<file path="src/rtl/lfsr_pkg.sv">
// Shared constants and types for the 48-bit LFSR sequence checker:
// register width, feedback tap mask, generator seed and FSM state encodings.
package lfsr_pkg;

  localparam int LFSR_W = 48;
  localparam logic [LFSR_W-1:0] TAP_MASK = 48'hAAAA_AAAA_AAAA;
  localparam logic [LFSR_W-1:0] GEN_SEED = 48'h0F0F_F0F0_0F0F;

  typedef enum logic [1:0] {
    ST_FILL   = 2'd0,
    ST_VERIFY = 2'd1,
    ST_LOCKED = 2'd2,
    ST_RSVD   = 2'd3
  } chk_state_t;

  // Width of a counter holding values 0..n-1, never narrower than one bit.
  function automatic int cnt_width(input int n);
    return (n > 1) ? $clog2(n) : 1;
  endfunction

endpackage

</file>
<file path="src/rtl/lfsr_fb_48.sv">
// Combinational feedback for the 48-bit LFSR: parity of the state bits
// selected by the tap mask (every odd position).
module lfsr_fb_48
  import lfsr_pkg::*;
(
  input  logic [LFSR_W-1:0] lfsr_state,
  output logic              fb_bit
);

  logic [LFSR_W-1:0] tapped;

  generate
    for (genvar gi = 0; gi < LFSR_W; gi++) begin : g_tap
      assign tapped[gi] = lfsr_state[gi] & TAP_MASK[gi];
    end
  endgenerate

  assign fb_bit = ^tapped;

endmodule

</file>
<file path="config.mk">
export PLATFORM = sky130hd
export DESIGN_NAME = lfsr_fb_48
export DESIGN_NICKNAME = d
export VERILOG_FILES = /design/src/rtl/lfsr_pkg.sv /design/src/rtl/lfsr_fb_48.sv
export SDC_FILE = /design/constraint.sdc
export NUM_CORES = 1
export LEC_CHECK = 0
export ABC_AREA = 1
export CAP_MARGIN = 20
export CORE_UTILIZATION = 31
export DETAILED_ROUTE_END_ITERATION = 6
export PLACE_DENSITY = 0.83
export SYNTH_ARGS = -nofsm -noshare
export SYNTH_HDL_FRONTEND = slang
export SYNTH_SLANG_ARGS = --single-unit
</file>
<file path="constraint.sdc">
create_clock -name vclk -period 1.46
set_clock_uncertainty 0.15 [all_clocks]
set_input_delay 0.292 -clock vclk [all_inputs]
set_output_delay 0.292 -clock vclk [all_outputs]
set_load 0.03 [all_outputs]
</file>
==> run_results.csv, run 1 <==
group,metric,value,unit
setup_path,worst_setup_path_start_kind,"primary input",
timing,unrepaired_setup_endpoints_after_global_routing,"true",
timing,timing.slew.headroom,89.2,%
timing,final-max-slew-violation-count,0,
synth,synthesis.area,502,um^2
run_status,status,"finished with violations",
timing,final.min_clock_period,1660,ps
setup_path,critical_path.max_stage_delay,160,ps
timing,hold-worst-slack,1110,ps
route,route.detailed.vias_per_inst,4.57,
synth,synth_most_common_cell,"sky130_fd_sc_hd__nand2_1",
grt,grt_start_max_net_pins,4,
setup_path,timing.critical_path.required,1020,ps
placement,place_inst,161,
setup_path,crit_type,"in2out",
cells_and_area,seqCellArea,0,um^2
setup_path,worst_path_most_repeated_cell,"sky130_fd_sc_hd__nand2_1",
grt,grt_first_pass_wirelength,1950,um
cells_and_area,num-clock-buffers,0,
cells_and_area,drive_gt1_share,66.2,%
power,cell_leakage_power,0.551,nW
setup_path,critical_path.top_delay_family,"simple AND/OR/NAND/NOR gates",
grt,grt_usage,12.6,%
placement,detailed_place_hpwl,954,um
setup_path,critical_path.cell_chain,"buf_2, xnor2_2, inv_1, nand2_1, nand2_1, nand3_1, nand2_1, inv_1, nand2_1, nand2_2, buf_6",
setup_path,crit_arrival,1210,ps
power,p_clk_share,0,%
placement,finalWeightedCongestion,0.811,
route,vias,736,
cells_and_area,num-fill-cells,147,
timing,final_critical_path_setup_slack,-196,ps
route,remaining_drc_errors,0,
clocking,hold_buffers,0,
synth,synthTopCellsByCount,"sky130_fd_sc_hd__nand2_1 (88), sky130_fd_sc_hd__inv_1 (18), sky130_fd_sc_hd__nand3_1 (5), sky130_fd_sc_hd__xnor2_1 (5), sky130_fd_sc_hd__xor2_1 (4)",
power,power.sequential.fraction,0,%
synth,yosys_warnings,0,
run_status,violated_checks,"setup timing",
route,drt-initial-drc-count,5,
route,average_routed_wire_per_standard_cell,8.96,um
power,int_pwr,0.171,mW
clocking,post-cts-setup-buffers,0,
cells_and_area,design.seq.count,0,
power,p_sw_share,54.8,%
timing,maxClockFrequency,604,MHz
synth,synthDominantAreaCellType,"sky130_fd_sc_hd__nand2_1",
timing,tightest_slew,162,ps
grt,initial_antenna_violation_count,0,
floorplan,placementRows,14,
floorplan,starting_density_of_the_core,33.3,%
synth,yosys.cell_types.count,5,
cells_and_area,finish.instance_area,961,um^2
cells_and_area,area_delta_synth_final,91.5,%
floorplan,die_w,42.2,um
synth,syn-instance-count,120,
grt,first_global_vias,572,
synth,synth.yosys.seq_area_share,0,%
power,power,0.378,mW
timing,tns,-196,ps
power,vdd_drop_max,0.142,mV
job,maxCapViolations,0,
setup_path,critPathSlowestCell,"sky130_fd_sc_hd__xnor2_2",
cells_and_area,post-route-util,63.8,%
setup_path,cp.buffers_inverters,4,
worst_hold_path,min-delay-path-class,"in2out",
cells_and_area,antenna_cells_inserted,0,
power,p_comb_share,100.0,%
cells_and_area,final-instance-count-excl-fill,161,
power,total_switching_power,0.207,mW
route,ant_nets,0,
placement,port_buffers,25,
timing,final_hold_viol_count,0,
timing,min_period_over_period,113,%
power,power_per_cell_area,393,mW/mm^2
synth,postSynthNetCount,168,
floorplan,boundaryPins,49,
setup_path,cp_max_fo,2,
setup_path,critical_path.endpoint_type,"primary output",
grt,globalRouteOverflowTotal,0,
route,drt-total-wl,1440,um
cells_and_area,nNetsFinal,195,
route,detailedRoute.firstPassIterationCount,2,
timing,setup_viol,1,
placement,placement.cell_area,772,um^2
placement,pre_cts_ws,-632,ps
synth,syn-mean-instance-area,4.18,um^2
floorplan,design.core.area,0.00151,mm^2
synth,synth_top_area_share,65.8,%
floorplan,die_area,0.00178,mm^2
floorplan,fp.dieH,42.2,um
synth,synthTopCellsByArea,"sky130_fd_sc_hd__nand2_1 (66%), sky130_fd_sc_hd__inv_1 (13%), sky130_fd_sc_hd__xnor2_1 (8.7%)",
layout by cell type (no fill, tap or decap):
| cell | count |
|---|---|
| sky130_fd_sc_hd__nand2_2 | 47 |
| sky130_fd_sc_hd__nand2_1 | 39 |
| sky130_fd_sc_hd__buf_2 | 12 |
| sky130_fd_sc_hd__inv_2 | 8 |
| sky130_fd_sc_hd__inv_4 | 7 |
| sky130_fd_sc_hd__buf_6 | 7 |
| sky130_fd_sc_hd__nand3_1 | 4 |
| sky130_fd_sc_hd__xnor2_2 | 3 |
| sky130_fd_sc_hd__xor2_1 | 3 |
| sky130_fd_sc_hd__buf_8 | 3 |
| sky130_fd_sc_hd__nand2_4 | 2 |
| sky130_fd_sc_hd__inv_1 | 2 |
| sky130_fd_sc_hd__buf_4 | 2 |
| sky130_fd_sc_hd__inv_6 | 1 |
| sky130_fd_sc_hd__xnor2_4 | 1 |
| sky130_fd_sc_hd__xor2_4 | 1 |
| sky130_fd_sc_hd__xnor2_1 | 1 |
| sky130_fd_sc_hd__nand3_2 | 1 |
| sky130_fd_sc_hd__buf_12 | 1 |
routing by layer:
layer / part of all wire [%] / vias up / global-route usage, %
met3: 1.7 / 0 / 0
met4: 0 / 0 / 0
met5: 0 / - / 0
li1: - / 399 / -
met2: 63 / 8 / 25.5
met1: 36 / 329 / 15.6
timing repair:
action	4_1_cts	5_1_grt
gates cloned	0	0
pin swaps	48	47
resized for setup	129	73
endpoints found under the setup margin	1	1
worst paths after layout:
| path | from | end | slack (ps) | depth (start not counted) |
|---|---|---|---|---|
| setup / recovery | lfsr_state[37] | fb_bit | -200 | 11 |
| hold / removal | lfsr_state[19] | fb_bit | 1110 | 9 |
kinds of logic (layout without fill, tap and decap cells):
kind of cell | after synthesis | in the layout | share of synthesized area, %
buf+inv | 18 | 43 | 13.5
xor+xnor | 9 | 9 | 15.7
simple gates | 93 | 93 | 70.8
final cells by class:
type	count	area (um^2)	area share [%]
multi-input cells	102	632	65.8
well taps	16	20.0	2.08
repair buffers	25	219	22.8
inverters	18	90.1	9.37
power by group through the flow:
stage	clock network [mW]	registers [mW]	logic, mW
2_1_floorplan	0	0	0.168
3_3_place_gp	0	0	0.272
3_5_place_dp	0	0	0.279
4_1_cts	0	0	0.293
5_1_grt	0	0	0.414
6_report	0	0	0.378
(Power assumes the default switching activity.)
==> run 2, diff against run 1 <==
Settings changed: PLACE_DENSITY 0.83 to 0.88.
==> run 2 against run 1 <==
The run still ends with setup timing left. Largest cell class unchanged. Clock-buffer cell count stayed put. Wire length decreased by 4.9%. Sequential cell count did not move. Combinational power down 10%. Non-clock buffer count did not move. Final cell count stayed put. Total power decreased by 10%. Sequential share of layout area unchanged. Global-route usage is 2.1 points higher. Die area unchanged. Fmax is 0.90% lower. Highest routed layer unchanged. Via count is 0.41% lower.
==> run_results.csv, run 2 (same netlist as run 1, synthesis figures left out) <==
group,metric,value,unit
cells_and_area,commonest_non_fill_non_tap_cell_in_the_layout,"sky130_fd_sc_hd__nand2_1",
route,ant_nets,0,
setup_path,crit_type,"in2out",
run_status,status,"finished with violations",
job,maxCapViolations,0,
setup_path,critPathLaunch,"lfsr_state[39]",
setup_path,critical_path.endpoint_type,"primary output",
power,vdd_drop_max,0.126,mV
cells_and_area,num-clock-buffers,0,
power,total_switching_power,0.185,mW
power,power_per_cell_area,394,mW/mm^2
floorplan,starting_density_of_the_core,33.3,%
timing,min_period_over_period,114,%
cells_and_area,layout_common_cells,"sky130_fd_sc_hd__nand2_1 (66), sky130_fd_sc_hd__nand2_2 (22), sky130_fd_sc_hd__buf_2 (14), sky130_fd_sc_hd__inv_2 (13), sky130_fd_sc_hd__buf_6 (7)",
power,cell_leakage_power,0.530,nW
route,route.detailed.vias_per_inst,4.55,
timing,maxClockFrequency,598,MHz
worst_hold_path,min-delay-path-class,"in2out",
placement,finalWeightedCongestion,0.804,
timing,hold-worst-slack,1110,ps
cells_and_area,drive_gt1_share,46.9,%
grt,first_global_vias,659,
route,vias,733,
floorplan,design.core.area,0.00151,mm^2
cells_and_area,seqCellArea,0,um^2
setup_path,worst_path_most_repeated_cell,"sky130_fd_sc_hd__nand2_1",
floorplan,placementRows,14,
grt,grt_start_max_net_pins,4,
power,p_sw_share,54.6,%
route,detailedRoute.firstPassIterationCount,4,
power,int_pwr,0.154,mW
timing,final.min_clock_period,1670,ps
route,average_routed_wire_per_standard_cell,8.52,um
placement,port_buffers,25,
setup_path,cp_max_fo,2,
floorplan,die_w,42.2,um
cells_and_area,area_delta_synth_final,71.3,%
grt,grt_first_pass_wirelength,2190,um
power,p_clk_share,0,%
setup_path,critical_path.max_stage_delay,180,ps
setup_path,worst_setup_path_start_kind,"primary input",
cells_and_area,design.seq.count,0,
power,power.sequential.fraction,0,%
power,p_comb_share,100.0,%
setup_path,timing.critical_path.required,1020,ps
route,drt-total-wl,1370,um
floorplan,boundaryPins,49,
floorplan,fp.dieH,42.2,um
timing,timing.slew.headroom,89.6,%
route,remaining_drc_errors,0,
cells_and_area,antenna_cells_inserted,0,
placement,detailed_place_hpwl,987,um
route,drt-initial-drc-count,18,
timing,setup_viol,1,
grt,globalRouteOverflowTotal,0,
grt,initial_antenna_violation_count,0,
cells_and_area,post-route-util,57.1,%
cells_and_area,num-fill-cells,160,
setup_path,critPathSlowestCell,"sky130_fd_sc_hd__xnor2_4",
floorplan,die_area,0.00178,mm^2
timing,unrepaired_setup_endpoints_after_global_routing,"true",
placement,pre_cts_ws,-623,ps
grt,grt_usage,14.8,%
timing,final-max-slew-violation-count,0,
setup_path,crit_arrival,1230,ps
setup_path,cp-endpoint,"fb_bit",
timing,final_critical_path_setup_slack,-211,ps
clocking,post-cts-setup-buffers,0,
setup_path,critical_path.cell_chain,"buf_4, xnor2_4, inv_1, nand2_2, nand2_1, nand3_1, nand2_1, inv_1, nand2_1, nand2_2, buf_6",
timing,tightest_slew,155,ps
cells_and_area,nNetsFinal,195,
timing,final_hold_viol_count,0,
run_status,violated_checks,"setup timing",
[run 2: per-layer routing]
layer,global-route usage [%],part of all wire (%),up-vias
met5,0,0,-
met1,14.1,39,325
met4,3.75,0,0
met3,0.431,2.3,0
met2,32.6,58,10
li1,-,-,398
[run 2: through the flow]
stage	std cells	setup TNS (ps)	total power [mW]	area (um^2)
after floorplan	120	0	0.168	504
after CTS	161	-223	0.297	758
after global placement	161	-603	0.272	772
after detailed placement	161	-623	0.282	772
final	161	-211	0.339	860
after global routing	161	-290	0.370	860
[run 2: area by class of cell]
type	count	area [um^2]	area share, %
well taps	16	20.0	2.33
repair buffers	25	201	23.4
multi-input cells	102	566	65.8
inverters	18	72.6	8.44
[run 2: power by group through the flow]
| stage | clock network (mW) | logic, mW | registers (mW) |
|---|---|---|---|
| floorplan | 0 | 0.168 | 0 |
| global placement | 0 | 0.272 | 0 |
| detailed placement | 0 | 0.282 | 0 |
| CTS | 0 | 0.297 | 0 |
| global route | 0 | 0.370 | 0 |
| finish | 0 | 0.339 | 0 |
[run 2: worst min path at each step]
stage / cells after the start / start / slack, ps / to
final: 8 / lfsr_state[47] / 1110 / fb_bit
after global routing: 9 / lfsr_state[19] / 1160 / fb_bit
after CTS: 8 / lfsr_state[47] / 1110 / fb_bit
after detailed placement: 9 / lfsr_state[45] / 1550 / fb_bit
after global placement: 9 / lfsr_state[37] / 1510 / fb_bit
after floorplan: 7 / lfsr_state[45] / 880 / fb_bit
[run 2: timing repair]
| action | in CTS | in global routing |
|---|---|---|
| resized for setup | 135 | 25 |
| endpoints found under the setup margin | 1 | 1 |
| hold buffers | 0 | 0 |
| pin swaps | 50 | 34 |
[run 2: critical path, delay by kind of cell]
family	cells	cell delay, ps
AND/OR/NAND/NOR	6	380
XOR/XNOR	1	180
buffers and inverters	4	380
==> run 3, diff against run 2 <==
Settings changed: CORE_MARGIN set to 4.
==> run 3 against run 2 <==
The flow still finishes with violations (setup timing). Utilization increased by 0.41 points. Die area increased by 30%. Final cell count unchanged. Sequential share of layout area stayed put. Combinational power up 5%. Clock-buffer cell count unchanged. Worst hold slack improved by 5.6 ps. Total power is 5.4% higher. First-iteration DRC count decreased by 61%. Sequential cell count unchanged. Critical endpoint unchanged. Highest routed layer unchanged.
==> run_results.csv, run 3 (same netlist as run 1, synthesis figures left out) <==
group,metric,value,unit
grt,initial_antenna_violation_count,0,
grt,grt_first_pass_wirelength,2300,um
setup_path,worst_setup_path_start_kind,"primary input",
route,drt-total-wl,1520,um
floorplan,starting_density_of_the_core,32.9,%
cells_and_area,post-route-util,57.5,%
grt,first_global_vias,666,
power,power.sequential.fraction,0,%
power,power,0.357,mW
placement,detailed_place_hpwl,1120,um
cells_and_area,seqCellArea,0,um^2
floorplan,fp.dieH,48.2,um
cells_and_area,drive_gt1_share,56.6,%
power,vdd_drop_max,0.149,mV
cells_and_area,layout_common_cells,"sky130_fd_sc_hd__nand2_1 (53), sky130_fd_sc_hd__nand2_2 (34), sky130_fd_sc_hd__inv_2 (13), sky130_fd_sc_hd__buf_2 (12), sky130_fd_sc_hd__buf_6 (10)",
cells_and_area,multi_input_comb_area,578,um^2
timing,unrepaired_setup_endpoints_after_global_routing,"true",
timing,setup_viol,1,
cells_and_area,design.seq.count,0,
setup_path,crit_type,"in2out",
setup_path,critPathSlowestCell,"sky130_fd_sc_hd__buf_6",
route,route.detailed.vias_per_inst,4.70,
timing,maxClockFrequency,599,MHz
route,drt-initial-drc-count,7,
route,remaining_drc_errors,0,
route,ant_nets,0,
floorplan,die_area,0.00233,mm^2
cells_and_area,final-instance-count-excl-fill,161,
timing,final_critical_path_setup_slack,-210,ps
route,vias,757,
power,p_comb_share,100.0,%
timing,tightest_slew,161,ps
timing,timing.slew.headroom,89.2,%
cells_and_area,antenna_cells_inserted,0,
setup_path,crit_arrival,1230,ps
grt,globalRouteOverflowTotal,0,
placement,place_inst,161,
floorplan,placementRows,14,
cells_and_area,nNetsFinal,195,
run_status,violated_checks,"setup timing",
placement,finalWeightedCongestion,0.772,
cells_and_area,commonest_non_fill_non_tap_cell_in_the_layout,"sky130_fd_sc_hd__nand2_1",
setup_path,timing.critical_path.required,1020,ps
grt,grt_start_max_net_pins,4,
power,p_clk_share,0,%
power,total_switching_power,0.199,mW
setup_path,cp.buffers_inverters,4,
worst_hold_path,min-delay-path-class,"in2out",
power,int_pwr,0.158,mW
timing,final.min_clock_period,1670,ps
timing,min_period_over_period,114,%
floorplan,boundaryPins,49,
run_status,status,"finished with violations",
setup_path,cp_max_fo,3,
placement,port_buffers,25,
floorplan,die_w,48.2,um
setup_path,critical_path.endpoint_type,"primary output",
power,p_sw_share,55.8,%
timing,final_hold_viol_count,0,
route,average_routed_wire_per_standard_cell,9.45,um
setup_path,critical_path.top_delay_family,"simple AND/OR/NAND/NOR gates",
floorplan,design.core.area,0.00152,mm^2
grt,grt_usage,12.9,%
timing,final-max-slew-violation-count,0,
cells_and_area,area_delta_synth_final,74.6,%
setup_path,critical_path.cell_chain,"buf_6, inv_2, nand2_2, nand2_2, nand2_1, nand2_1, inv_1, nand2_1, nand2_1, nand2_2, nand3_2, nand2_2, buf_6",
power,power_per_cell_area,408,mW/mm^2
cells_and_area,num-fill-cells,159,
job,maxCapViolations,0,
cells_and_area,num-clock-buffers,0,
route,detailedRoute.firstPassIterationCount,4,
setup_path,critical_path.max_stage_delay,120,ps
power,cell_leakage_power,0.530,nW
-- run 3: cell counts in the layout (fill, tap and decap cells not counted) --
No cell type changed its count.
-- run 3: layer usage --
layer / track usage (%) / up-vias / wire length, um
met2: 27.3 / 12 / 966
met5: 0 / - / 0
li1: - / 404 / -
met1: 13.9 / 341 / 495
met3: 0 / 0 / 60
met4: 2.15 / 0 / 0
-- run 3: power by group through the flow --
stage	logic (mW)	clock network, mW	registers, mW
detailed placement	0.284	0	0
floorplan	0.168	0	0
CTS	0.304	0	0
finish	0.357	0	0
global route	0.393	0	0
global placement	0.272	0	0
-- run 3: path summary, 6_finish.rpt --
check / startpoint / endpoint / slack, ps / depth (start not counted)
setup / recovery: lfsr_state[25] / fb_bit / -210 / 13
hold / removal: lfsr_state[35] / fb_bit / 1110 / 9
-- run 3: repair_timing --
| item | 4_1_cts | 5_1_grt |
|---|---|---|
| pin swaps | 52 | 29 |
| gates resized for setup | 140 | 34 |
| buffers inserted | 0 | 0 |
| endpoints found under the setup margin | 1 | 1 |
| hold buffers | 0 | 0 |
-- run 3: stage by stage --
| step | hold slack [ps] | setup TNS [ps] | setup slack, ps | cell area (um^2) |
|---|---|---|---|---|
| 5_1_grt | 1170 | -301 | -301 | 876 |
| 4_1_cts | 1110 | -218 | -218 | 783 |
| 2_1_floorplan | 880 | 0 | 26.2 | 504 |
| 3_3_place_gp | 1510 | -603 | -603 | 772 |
| 6_report | 1110 | -210 | -210 | 876 |
| 3_5_place_dp | 1550 | -630 | -630 | 772 |
-- run 3: final cells by class --
cell class | count | area share (%)
inverter | 18 | 8.57
multi-input combinational | 102 | 66.0
tap | 16 | 2.29
timing repair buffer | 25 | 23.1
